## config.mk

```make
export PLATFORM = sky130hd
export DESIGN_NAME = in_data_xbar
export DESIGN_NICKNAME = d
export VERILOG_FILES = /design/src/rtl/in_data_xbar_pkg.sv /design/src/rtl/in_data_xbar_lane_cond.sv /design/src/rtl/in_data_xbar.sv
export SDC_FILE = /design/constraint.sdc
export NUM_CORES = 1
export LEC_CHECK = 0
export ABC_AREA = 1
export BUFFER_PORTS_ARGS = -buffer_cell sky130_fd_sc_hd__buf_2
export CAP_MARGIN = 40
export CORE_ASPECT_RATIO = 1.5
export CORE_MARGIN = 5
export CORE_UTILIZATION = 40
export CTS_BUF_LIST = sky130_fd_sc_hd__clkbuf_4 sky130_fd_sc_hd__clkbuf_8 sky130_fd_sc_hd__clkbuf_16
export CTS_CLUSTER_DIAMETER = 40
export DETAILED_ROUTE_END_ITERATION = 10
export MAX_ROUTING_LAYER = met4
export SYNTH_ARGS = -nofsm -noshare
export SYNTH_HDL_FRONTEND = slang
export SYNTH_SLANG_ARGS = --single-unit
```

## constraint.sdc

```tcl
create_clock -name clk320 -period 1.8 [get_ports clk320]
set_input_delay 0.27 -clock clk320 [delete_from_list [all_inputs] [get_ports clk320]]
set_output_delay 0.27 -clock clk320 [all_outputs]
set_load 0.05 [all_outputs]
```

## src/rtl/in_data_xbar_pkg.sv

```systemverilog
// Shared types and constants for the input data crossbar:
// reconfiguration FSM states, blanking/settle phase lengths and the
// deepest per-lane delay.
package in_data_xbar_pkg;

    typedef enum logic [1:0] {
        ST_IDLE   = 2'd0,
        ST_BLANK  = 2'd1,
        ST_SETTLE = 2'd2
    } xbar_state_t;

    localparam int unsigned BLANK_CYC   = 2;
    localparam int unsigned SETTLE_CYC  = 4;
    localparam int unsigned MAX_DLY     = 3;
    localparam int unsigned PHASE_CNT_W = 3;

    // Terminal value of the phase counter for a phase lasting 'cycles' clocks
    function automatic logic [PHASE_CNT_W-1:0] lastPhaseCycle(input int unsigned cycles);
        return PHASE_CNT_W'(cycles - 1);
    endfunction

endpackage

```

## src/rtl/in_data_xbar_lane_cond.sv

```systemverilog
// Per-lane input conditioning: samples the raw serial bit, applies the
// polarity invert, delays it by 0..3 extra cycles and flags toggles of the
// raw sample for activity monitoring.
module in_lane_cond
    import in_data_xbar_pkg::*;
(
    input  logic       clk_i,
    input  logic       rst_ni,
    input  logic       sin_i,
    input  logic       inv_i,
    input  logic [1:0] dly_i,
    output logic       dout_o,
    output logic       toggle_o
);

    logic               sample_q;
    logic               prevSample_q;
    logic               condBit;
    logic [MAX_DLY-1:0] dlyLine_q;
    logic [MAX_DLY-1:0] dlyLine_d;

    // Polarity correction is applied after the first register stage
    assign condBit   = sample_q ^ inv_i;
    assign dlyLine_d = {dlyLine_q[MAX_DLY-2:0], condBit};

    // Activity looks at the raw sample, so invert and delay never mask a toggle
    assign toggle_o  = sample_q ^ prevSample_q;

    // Input sample stage, previous-sample memory and the delay shift line
    always_ff @(posedge clk_i or negedge rst_ni) begin
        if (!rst_ni) begin
            sample_q     <= 1'b0;
            prevSample_q <= 1'b0;
            dlyLine_q    <= '0;
        end else begin
            sample_q     <= sin_i;
            prevSample_q <= sample_q;
            dlyLine_q    <= dlyLine_d;
        end
    end

    // Tap select: zero extra delay takes the conditioned sample directly
    always_comb begin
        dout_o = condBit;
        case (dly_i)
            2'd0:    dout_o = condBit;
            2'd1:    dout_o = dlyLine_q[0];
            2'd2:    dout_o = dlyLine_q[1];
            default: dout_o = dlyLine_q[2];
        endcase
    end

endmodule

```

## src/rtl/in_data_xbar.sv

```systemverilog
// Input data crossbar: conditions N_IN serial lanes, routes any lane to
// each of N_OUT registered outputs, applies configuration changes through
// a shadow/active pair with a blank-then-settle window, and reports
// per-lane activity over a free-running window.
module in_data_xbar
    import in_data_xbar_pkg::*;
#(
    parameter int N_IN  = 9,
    parameter int N_OUT = 9,
    parameter int SEL_W = 4,
    parameter int WIN_W = 8
) (
    input  logic                   clk320,
    input  logic                   rst,
    input  logic [N_IN-1:0]        s_in,
    input  logic [N_OUT*SEL_W-1:0] sel_cfg,
    input  logic [2*N_IN-1:0]      dly_cfg,
    input  logic [N_IN-1:0]        inv_cfg,
    input  logic                   cfg_load,
    output logic [N_OUT-1:0]       s_out,
    output logic                   cfg_busy,
    output logic [N_IN-1:0]        act
);

    xbar_state_t              state_q;
    xbar_state_t              state_d;
    logic [PHASE_CNT_W-1:0]   phaseCnt_q;
    logic [PHASE_CNT_W-1:0]   phaseCnt_d;

    logic                     captureCfg;
    logic                     commitCfg;
    logic                     busy;
    logic                     blankOut;

    logic [N_OUT*SEL_W-1:0]   shadowSel_q;
    logic [2*N_IN-1:0]        shadowDly_q;
    logic [N_IN-1:0]          shadowInv_q;
    logic [N_OUT*SEL_W-1:0]   activeSel_q;
    logic [2*N_IN-1:0]        activeDly_q;
    logic [N_IN-1:0]          activeInv_q;

    logic [N_IN-1:0]          laneOut;
    logic [N_IN-1:0]          laneToggle;
    logic [N_OUT-1:0]         routed;
    logic [N_OUT-1:0]         sOut_q;
    logic [N_OUT-1:0]         sOut_d;

    logic [WIN_W-1:0]         win_q;
    logic                     winWrap;
    logic [N_IN-1:0]          sticky_q;
    logic [N_IN-1:0]          stickyAll;
    logic [N_IN-1:0]          act_q;

    // One conditioning slice per input lane, driven only by active settings
    for (genvar i = 0; i < N_IN; i++) begin : g_lane
        in_lane_cond u_lane (
            .clk_i    (clk320),
            .rst_ni   (rst),
            .sin_i    (s_in[i]),
            .inv_i    (activeInv_q[i]),
            .dly_i    (activeDly_q[2*i +: 2]),
            .dout_o   (laneOut[i]),
            .toggle_o (laneToggle[i])
        );
    end

    // FSM state register and phase counter
    always_ff @(posedge clk320 or negedge rst) begin
        if (!rst) begin
            state_q    <= ST_IDLE;
            phaseCnt_q <= '0;
        end else begin
            state_q    <= state_d;
            phaseCnt_q <= phaseCnt_d;
        end
    end

    // FSM next state: any new load restarts blanking so the latest config wins
    always_comb begin
        state_d    = state_q;
        phaseCnt_d = phaseCnt_q;
        case (state_q)
            ST_IDLE: begin
                if (cfg_load) begin
                    state_d    = ST_BLANK;
                    phaseCnt_d = '0;
                end
            end
            ST_BLANK: begin
                if (cfg_load) begin
                    phaseCnt_d = '0;
                end else if (phaseCnt_q == lastPhaseCycle(BLANK_CYC)) begin
                    state_d    = ST_SETTLE;
                    phaseCnt_d = '0;
                end else begin
                    phaseCnt_d = phaseCnt_q + 1'b1;
                end
            end
            ST_SETTLE: begin
                if (cfg_load) begin
                    state_d    = ST_BLANK;
                    phaseCnt_d = '0;
                end else if (phaseCnt_q == lastPhaseCycle(SETTLE_CYC)) begin
                    state_d    = ST_IDLE;
                    phaseCnt_d = '0;
                end else begin
                    phaseCnt_d = phaseCnt_q + 1'b1;
                end
            end
            default: begin
                state_d    = ST_IDLE;
                phaseCnt_d = '0;
            end
        endcase
    end

    // FSM outputs: blanking follows the next state so outputs drop in the first busy cycle
    always_comb begin
        captureCfg = cfg_load;
        commitCfg  = (state_q == ST_BLANK) && !cfg_load
                     && (phaseCnt_q == lastPhaseCycle(BLANK_CYC));
        busy       = (state_q != ST_IDLE);
        blankOut   = (state_d != ST_IDLE);
    end

    assign cfg_busy = busy;

    // Shadow captures on every load, active takes shadow on the last blank cycle
    always_ff @(posedge clk320 or negedge rst) begin
        if (!rst) begin
            shadowSel_q <= '0;
            shadowDly_q <= '0;
            shadowInv_q <= '0;
            activeSel_q <= '0;
            activeDly_q <= '0;
            activeInv_q <= '0;
        end else begin
            if (captureCfg) begin
                shadowSel_q <= sel_cfg;
                shadowDly_q <= dly_cfg;
                shadowInv_q <= inv_cfg;
            end
            if (commitCfg) begin
                activeSel_q <= shadowSel_q;
                activeDly_q <= shadowDly_q;
                activeInv_q <= shadowInv_q;
            end
        end
    end

    // Routing mux: out-of-range source indices select a constant zero
    always_comb begin
        routed = '0;
        for (int k = 0; k < N_OUT; k++) begin
            for (int j = 0; j < N_IN; j++) begin
                if (activeSel_q[k*SEL_W +: SEL_W] == SEL_W'(j)) begin
                    routed[k] = laneOut[j];
                end
            end
        end
        sOut_d = blankOut ? '0 : routed;
    end

    // Registered output lanes
    always_ff @(posedge clk320 or negedge rst) begin
        if (!rst) begin
            sOut_q <= '0;
        end else begin
            sOut_q <= sOut_d;
        end
    end

    assign s_out = sOut_q;

    assign winWrap   = (win_q == {WIN_W{1'b1}});
    assign stickyAll = sticky_q | laneToggle;

    // Activity window: toggles landing on the wrap cycle still count for the closing window
    always_ff @(posedge clk320 or negedge rst) begin
        if (!rst) begin
            win_q    <= '0;
            sticky_q <= '0;
            act_q    <= '0;
        end else begin
            win_q <= win_q + 1'b1;
            if (winWrap) begin
                act_q    <= stickyAll;
                sticky_q <= '0;
            end else begin
                sticky_q <= stickyAll;
            end
        end
    end

    assign act = act_q;

endmodule

```

**Word-level counts from Yosys, hierarchy flattened**

Cells that the tools add are included.
Widths: inputs -> output; s select.

- Add/sub/neg operators: 2
- Equal/unequal tests: 96
- Multiplexer cells: 104
- Bitwise gates (word level): 19
- Reductions and logical operators: 24

Operators with widths:

| cell | number |
|---|---|
| $eq 4x3->1 const B | 36 |
| $mux 1 | 81 |
| $eq 4x2->1 const B | 18 |
| $eq 4x1->1 const B | 9 |
| $eq 4x4->1 const B | 9 |
| $logic_not 4->1 | 9 |
| $pmux 1 s3 | 9 |
| $eq 2x1->1 const B | 10 |
| $eq 2x2->1 const B | 10 |
| $logic_not 2->1 | 10 |
| $mux 9 | 2 |
| $xor 1x1->1 | 18 |
| $mux 3 | 5 |
| $mux 2 | 5 |
| $or 9x9->9 | 1 |
| $pmux 3 s3 | 1 |
| $add 8x1->8 const B | 1 |
| $eq 8x8->1 const B | 1 |
| $pmux 2 s3 | 1 |
| $reduce_bool 2->1 | 2 |
| $add 3x1->3 const B | 1 |
| $eq 3x1->1 const B | 1 |
| $eq 3x2->1 const B | 1 |
| $logic_and 1x1->1 | 2 |
| 2 further kinds | 2 |

- Register bits after elaboration: 211
- Input bits: 75
- Output and inout bits: 19
- Word-level logic and storage cells: 284

**Depth between registers and ports, before layout**

- Word-level depth: 12
- Depth in mapped cells: 12
- Gate-level depth less buffers: 12

**Hierarchy**

Synthesis repeated with hierarchy kept, for this count alone.

- Cell total of the unflattened synthesis: 1,034
- Area, all modules: 9,059.9 sq um

Modules (own cells, without submodules):

| module | times used | cells an instance | area an instance (sq um) | sequential area each (sq um) |
|---|---|---|---|---|
| in_data_xbar | 1 | 845 | 7,224.4 | 4,154.0 |
| in_lane_cond | 9 | 21 | 203.9 | 125.1 |

**Least setup slack after synthesis**

Ideal clock, no wire load.

- Path type: register to register
- From: register state_q[0]
- To: register sOut_q[6], in the netlist s_out[6]
- Library setup time: 0.077 ns
- Data arrival time: 1.703 ns
- Data required time: 1.723 ns
- Slack: 0.020 ns
- Cell stages (with the launch flop): 12
- Buffers on the path: 0
- Period minus slack after synthesis: 1.780 ns
- Path through: dfrtp_1 > inv_1 > ha_1 > inv_1 > nor2_1 > nor3_2 > nor2_1 > nand2_1 > nand2_2 > inv_2 > o21ai_2 > a21oi_1

- Cells in the longest elaborated chain, start to end: 5
- Elaborated cells between the ends (all ways): 11
- Those cells by class: eq/ne (2); mux (7); reduce/logical (2)

RTL lines:

| what | line | RTL |
|---|---|---|
| start: declaration | in_data_xbar.sv:25 | `xbar_state_t state_q;` |
| start signal: assignment | in_data_xbar.sv:73 | `state_q <= state_d;` |
| $mux 2, on equally long branches | in_data_xbar.sv:103, in_data_xbar.sv:92 |  |
| $mux 2, on equally long branches | in_data_xbar.sv:100, in_data_xbar.sv:90 |  |
| $pmux 2 s3 (*) | in_data_xbar.sv:82 | `case (state_q)` |
| $reduce_bool 2->1 (*) | in_data_xbar.sv:123 | `blankOut = (state_d != ST_IDLE);` |
| $mux 9 (*) | in_data_xbar.sv:161 | `sOut_d = blankOut ? '0 : routed;` |
| via sOut_d[6] | in_data_xbar.sv:46 | `logic [N_OUT-1:0] sOut_d;` |
| end signal: assignment | in_data_xbar.sv:169 | `sOut_q <= sOut_d;` |
| end: declaration | in_data_xbar.sv:45 | `logic [N_OUT-1:0] sOut_q;` |

Mark *: on every way through the listed nets, which the timed path passes. The rest lies on a longest branch.
A chain may end at the register's enable or synchronous reset.

**Final worst setup path**

- From: register state_q[1]
- To: output cfg_busy

- Cells in the longest elaborated chain, start to end: 1

RTL lines:

| what | line | RTL |
|---|---|---|
| $reduce_bool 2->1 | in_data_xbar.sv:122 | `busy = (state_q != ST_IDLE);` |
| end: declaration | in_data_xbar.sv:21 | `output logic cfg_busy,` |

Every way passes these cells.

==> results.sh <==
export IMPL_ys_warn_count=0
export IMPL_max_slew_worst_pin_slew_ns=0.505
export IMPL_drc=0
export IMPL_clk_latency_ns=0.52
export IMPL_timing_setup_tns_ns=0
export IMPL_max_slew_margin_pct=66.3
export IMPL_clk_pin_slew_ns=0.06
export IMPL_fmax_ghz=0.582
export IMPL_leakagePower_nw=6.00
export IMPL_portBuffers=93
export IMPL_p_per_area_mw_per_mm2=1580
export IMPL_gr_total_overflow=0
export IMPL_place_hpwl_um=16300
export IMPL_drt_first_pass_iters=6
export IMPL_yosysSeqAreaShare_pct=57.2
export IMPL_die_x_um=134
export IMPL_status="finished, final reports clean"
export IMPL_worstSetupEndpointType="output port"
export IMPL_cp_start_kind="flip-flop"
export IMPL_yosysTopAreaCellShare_pct=57.2
export IMPL_drv_cap=0
export IMPL_dp_cells=1465
export IMPL_die_h_um=196
export IMPL_areaGrowthSynthToFinish_pct=28.0
export IMPL_power_switching_mw=7.09
export IMPL_drt_initial_drc_count=462
export IMPL_grt_max_degree=59
export IMPL_p_int_mw=11.5
export IMPL_synth_simple_gate_area_share_pct=24.7
export IMPL_clockRootBuffer="clkbuf_16"
export IMPL_vias_per_cell=4.77
export IMPL_synthAdderAreaFrac_pct=1.22
export IMPL_io_pin_count=94
export IMPL_worstPathArrival_ns=1.45
export IMPL_routedWlPerCell_um=14.4
export IMPL_antenna_found_initial=0
export IMPL_ir_worst_vdd_mv=1.03
export IMPL_antenna_left=0
export IMPL_stdcell_count=1589
export IMPL_syn_instance_count=1101
export IMPL_wl_um=22800
export IMPL_criticalPathCategory="flip-flop to output port"
export IMPL_hold_path_class="input port to flip-flop"
export IMPL_cp_max_fo=3
export IMPL_syn_area_per_cell_um2=8.39
export IMPL_reg2reg_depth=11
export IMPL_synth_top_cell_by_area="dfrtp_1"
export IMPL_finalCritPeriodShare_pct=95.4
export IMPL_initial_core_util_pct=40.4
export IMPL_dieArea_mm2=0.0263
export IMPL_setup_viol_count_final=0
export IMPL_synth_cell_types=36
export IMPL_min_path_cells=4
export IMPL_crit_required_ns=1.53
export IMPL_cts_sinks=211
export IMPL_synth_compound_area_share_pct=9.04
export IMPL_grt_total_usage_pct=18.1
export IMPL_synth_area_mm2=0.00924
export IMPL_synthMuxAreaShare_pct=0
export IMPL_ys_seq_elements=211
export IMPL_synth_fp_nets=1185
export IMPL_numCtsBuffers=25
export IMPL_min_to="phaseCnt_q[0]$_DFFE_PN0P_"
export IMPL_core_mm2=0.0229
export IMPL_synth_area_top_cells="dfrtp_1 57%, nand2_1 15%, o21ai_0 5.2%"
export IMPL_r2r_slack_ns=0.12
export IMPL_seqPwrFrac_pct=38.0
export IMPL_clock_skew_final_ns=0.0131
export IMPL_timing_rr_start="phaseCnt_q[0]$_DFFE_PN0P_"
export IMPL_report_final_slew_viol_count=0
export IMPL_grt_pass1_vias=7451
export IMPL_rows=68
export IMPL_nets=1374
export IMPL_power_share_clock_pct=29.1
export IMPL_synth_top_family_by_area="simple AND/OR/NAND/NOR gates"
export IMPL_min_period_ns=1.72
export IMPL_diodes=0
export IMPL_drive_gt1_share_pct=15.3
export IMPL_num_vias=7573
export IMPL_hold_violations=0
export IMPL_clock_path_buffers=3
export IMPL_cts_tree="yes"
export IMPL_r2r_end="s_out[5]$_DFF_PN0_"
export IMPL_combinationalPowerShare_pct=32.9
export IMPL_hp_start="cfg_load"
export IMPL_switching_share_pct=38.0
export IMPL_gp_congestion=0.888
export IMPL_cts_htree_levels=1
export IMPL_synth_xor_area_share_pct=0.664
export IMPL_grt_pass1_wl_um=37700
==> power groups by stage <==
stage	Sequential (mW)	Combinational, mW	Clock (mW)
5_1_grt	7.24	6.99	5.78
3_5_place_dp	7.16	5.84	0
6_report	7.08	6.13	5.43
2_1_floorplan	6.98	4.04	0
3_3_place_gp	7.13	5.77	0
4_1_cts	7.08	6.06	5.57
==> how the worst max path moves through the flow <==
stage	end	cells after the start	from	slack, ns
final	cfg_busy	4	state_q[1]$_DFF_PN0_	0.08
after CTS	activeInv_q[2]$_DFFE_PN0P_	6	state_q[1]$_DFF_PN0_	0.02
after detailed placement	activeInv_q[2]$_DFFE_PN0P_	6	state_q[1]$_DFF_PN0_	0.03
after global placement	s_out[0]$_DFF_PN0_	11	state_q[1]$_DFF_PN0_	0.14
after global routing	s_out[0]$_DFF_PN0_	10	phaseCnt_q[0]$_DFFE_PN0P_	-0.007
after floorplan	s_out[6]$_DFF_PN0_	11	state_q[0]$_DFF_PN0_	0.02
==> cell type report <==
cell class | instances | area, µm²
flip-flops and latches | 211 | 5280
clock buffers | 29 | 662
well taps | 280 | 350
fillers | 2166 | 11100
multi-input cells | 723 | 3300
inverters | 137 | 515
repair buffers | 192 | 1480
clock inverters | 17 | 244
==> sequential cells by signal, indices dropped and copies added, names as in the netlist <==
register,count
shadowInv_q,9
activeDly_q,18
activeInv_q,9
g_lane.u_lane.sample_q,9
win_q,8
shadowSel_q,36
g_lane.u_lane.dlyLine_q,27
activeSel_q,36
shadowDly_q,18
state_q,2
phaseCnt_q,3
s_out,9
sticky_q,9
act,9
g_lane.u_lane.prevSample_q,9
==> kinds of logic (layout without fill, tap and decap cells) <==
family,Yosys count,in the layout
buffers and inverters,167,375
flip-flops,211,211
AND/OR/NAND/NOR,556,556
adder cells (fa/ha/maj),9,9
XOR/XNOR,7,7
AO/OA/AOI/OAI,151,151
==> cells in the mapped netlist <==
master      n
nand2_1   381
dfrtp_1   211
inv_1     123
o21ai_0    96
nand3_1    73
nor2_1     68
a21oi_1    18
inv_2      12
ha_1        9
a31oi_1     8
buf_1       8
clkbuf_1    8
nand4_1     8
nor3_1      8
buf_2       7
nand2_2     7
o21ai_1     7
o211ai_1    6
buf_4       5
o21bai_1    5
xor2_1      5
a21oi_2     3
nand3b_1    3
and2_1      2
buf_6       2
nand3_2     2
nor3_2      2
o211ai_2    2
o21a_1      2
o21ai_2     2
o22ai_1     2
xnor2_1     2
clkinv_1    1
clkinv_2    1
nand2_4     1
or2_0       1
==> worst max-delay path: stages, from the launching register on <==
cell	delay, ns
dfrtp_1	0.37
inv_1	0.09
ha_1	0.21
inv_2	0.10
buf_8	0.16
==> routing by layer <==
layer  vias to the layer above  wire, µm  global-route usage [%]
met5                         -         0                       -
met4                         0       761                    6.38
met3                        48       889                    2.21
met2                       151     11600                    31.3
met1                      3521      9610                    22.0
li1                       3853         -                       -
==> placed cells by master (no fill, tap or decap), drive strengths merged, types with 9 or more instances in the layout <==
| master | instances |
|---|---|
| nand2 | 389 |
| dfrtp | 211 |
| inv | 138 |
| buf | 118 |
| o21ai | 105 |
| nand3 | 75 |
| dlygate4sd3 | 73 |
| nor2 | 68 |
| clkbuf | 30 |
| a21oi | 21 |
| nor3 | 10 |
| ha | 9 |
| clkinv | 9 |
==> through the flow <==
| step | hold slack (ns) | instance area [µm²] | utilization, % | power, mW | worst slack (ns) |
|---|---|---|---|---|---|
| after floorplan | -0.0256 | 9240 | - | 11.0 | 0.0201 |
| after global placement | 0.290 | 10100 | 44.3 | 12.9 | 0.138 |
| after detailed placement | 0.294 | 10100 | 44.3 | 13.0 | 0.0347 |
| after CTS | 0.226 | 11800 | 51.5 | 18.7 | 0.0193 |
| after global routing | 0.247 | 11800 | 51.7 | 20.0 | -0.00741 |
| final | 0.225 | 11800 | 51.7 | 18.6 | 0.0822 |
==> what timing repair did <==
action	4_1_cts	5_1_grt
hold endpoints to repair	119	0
buffers inserted	2	3
setup endpoints to repair	1	40
pin swaps	0	3
hold buffers	73	0
gates resized for setup	2	5
Note: power is estimated with default switching activity, not from simulation.
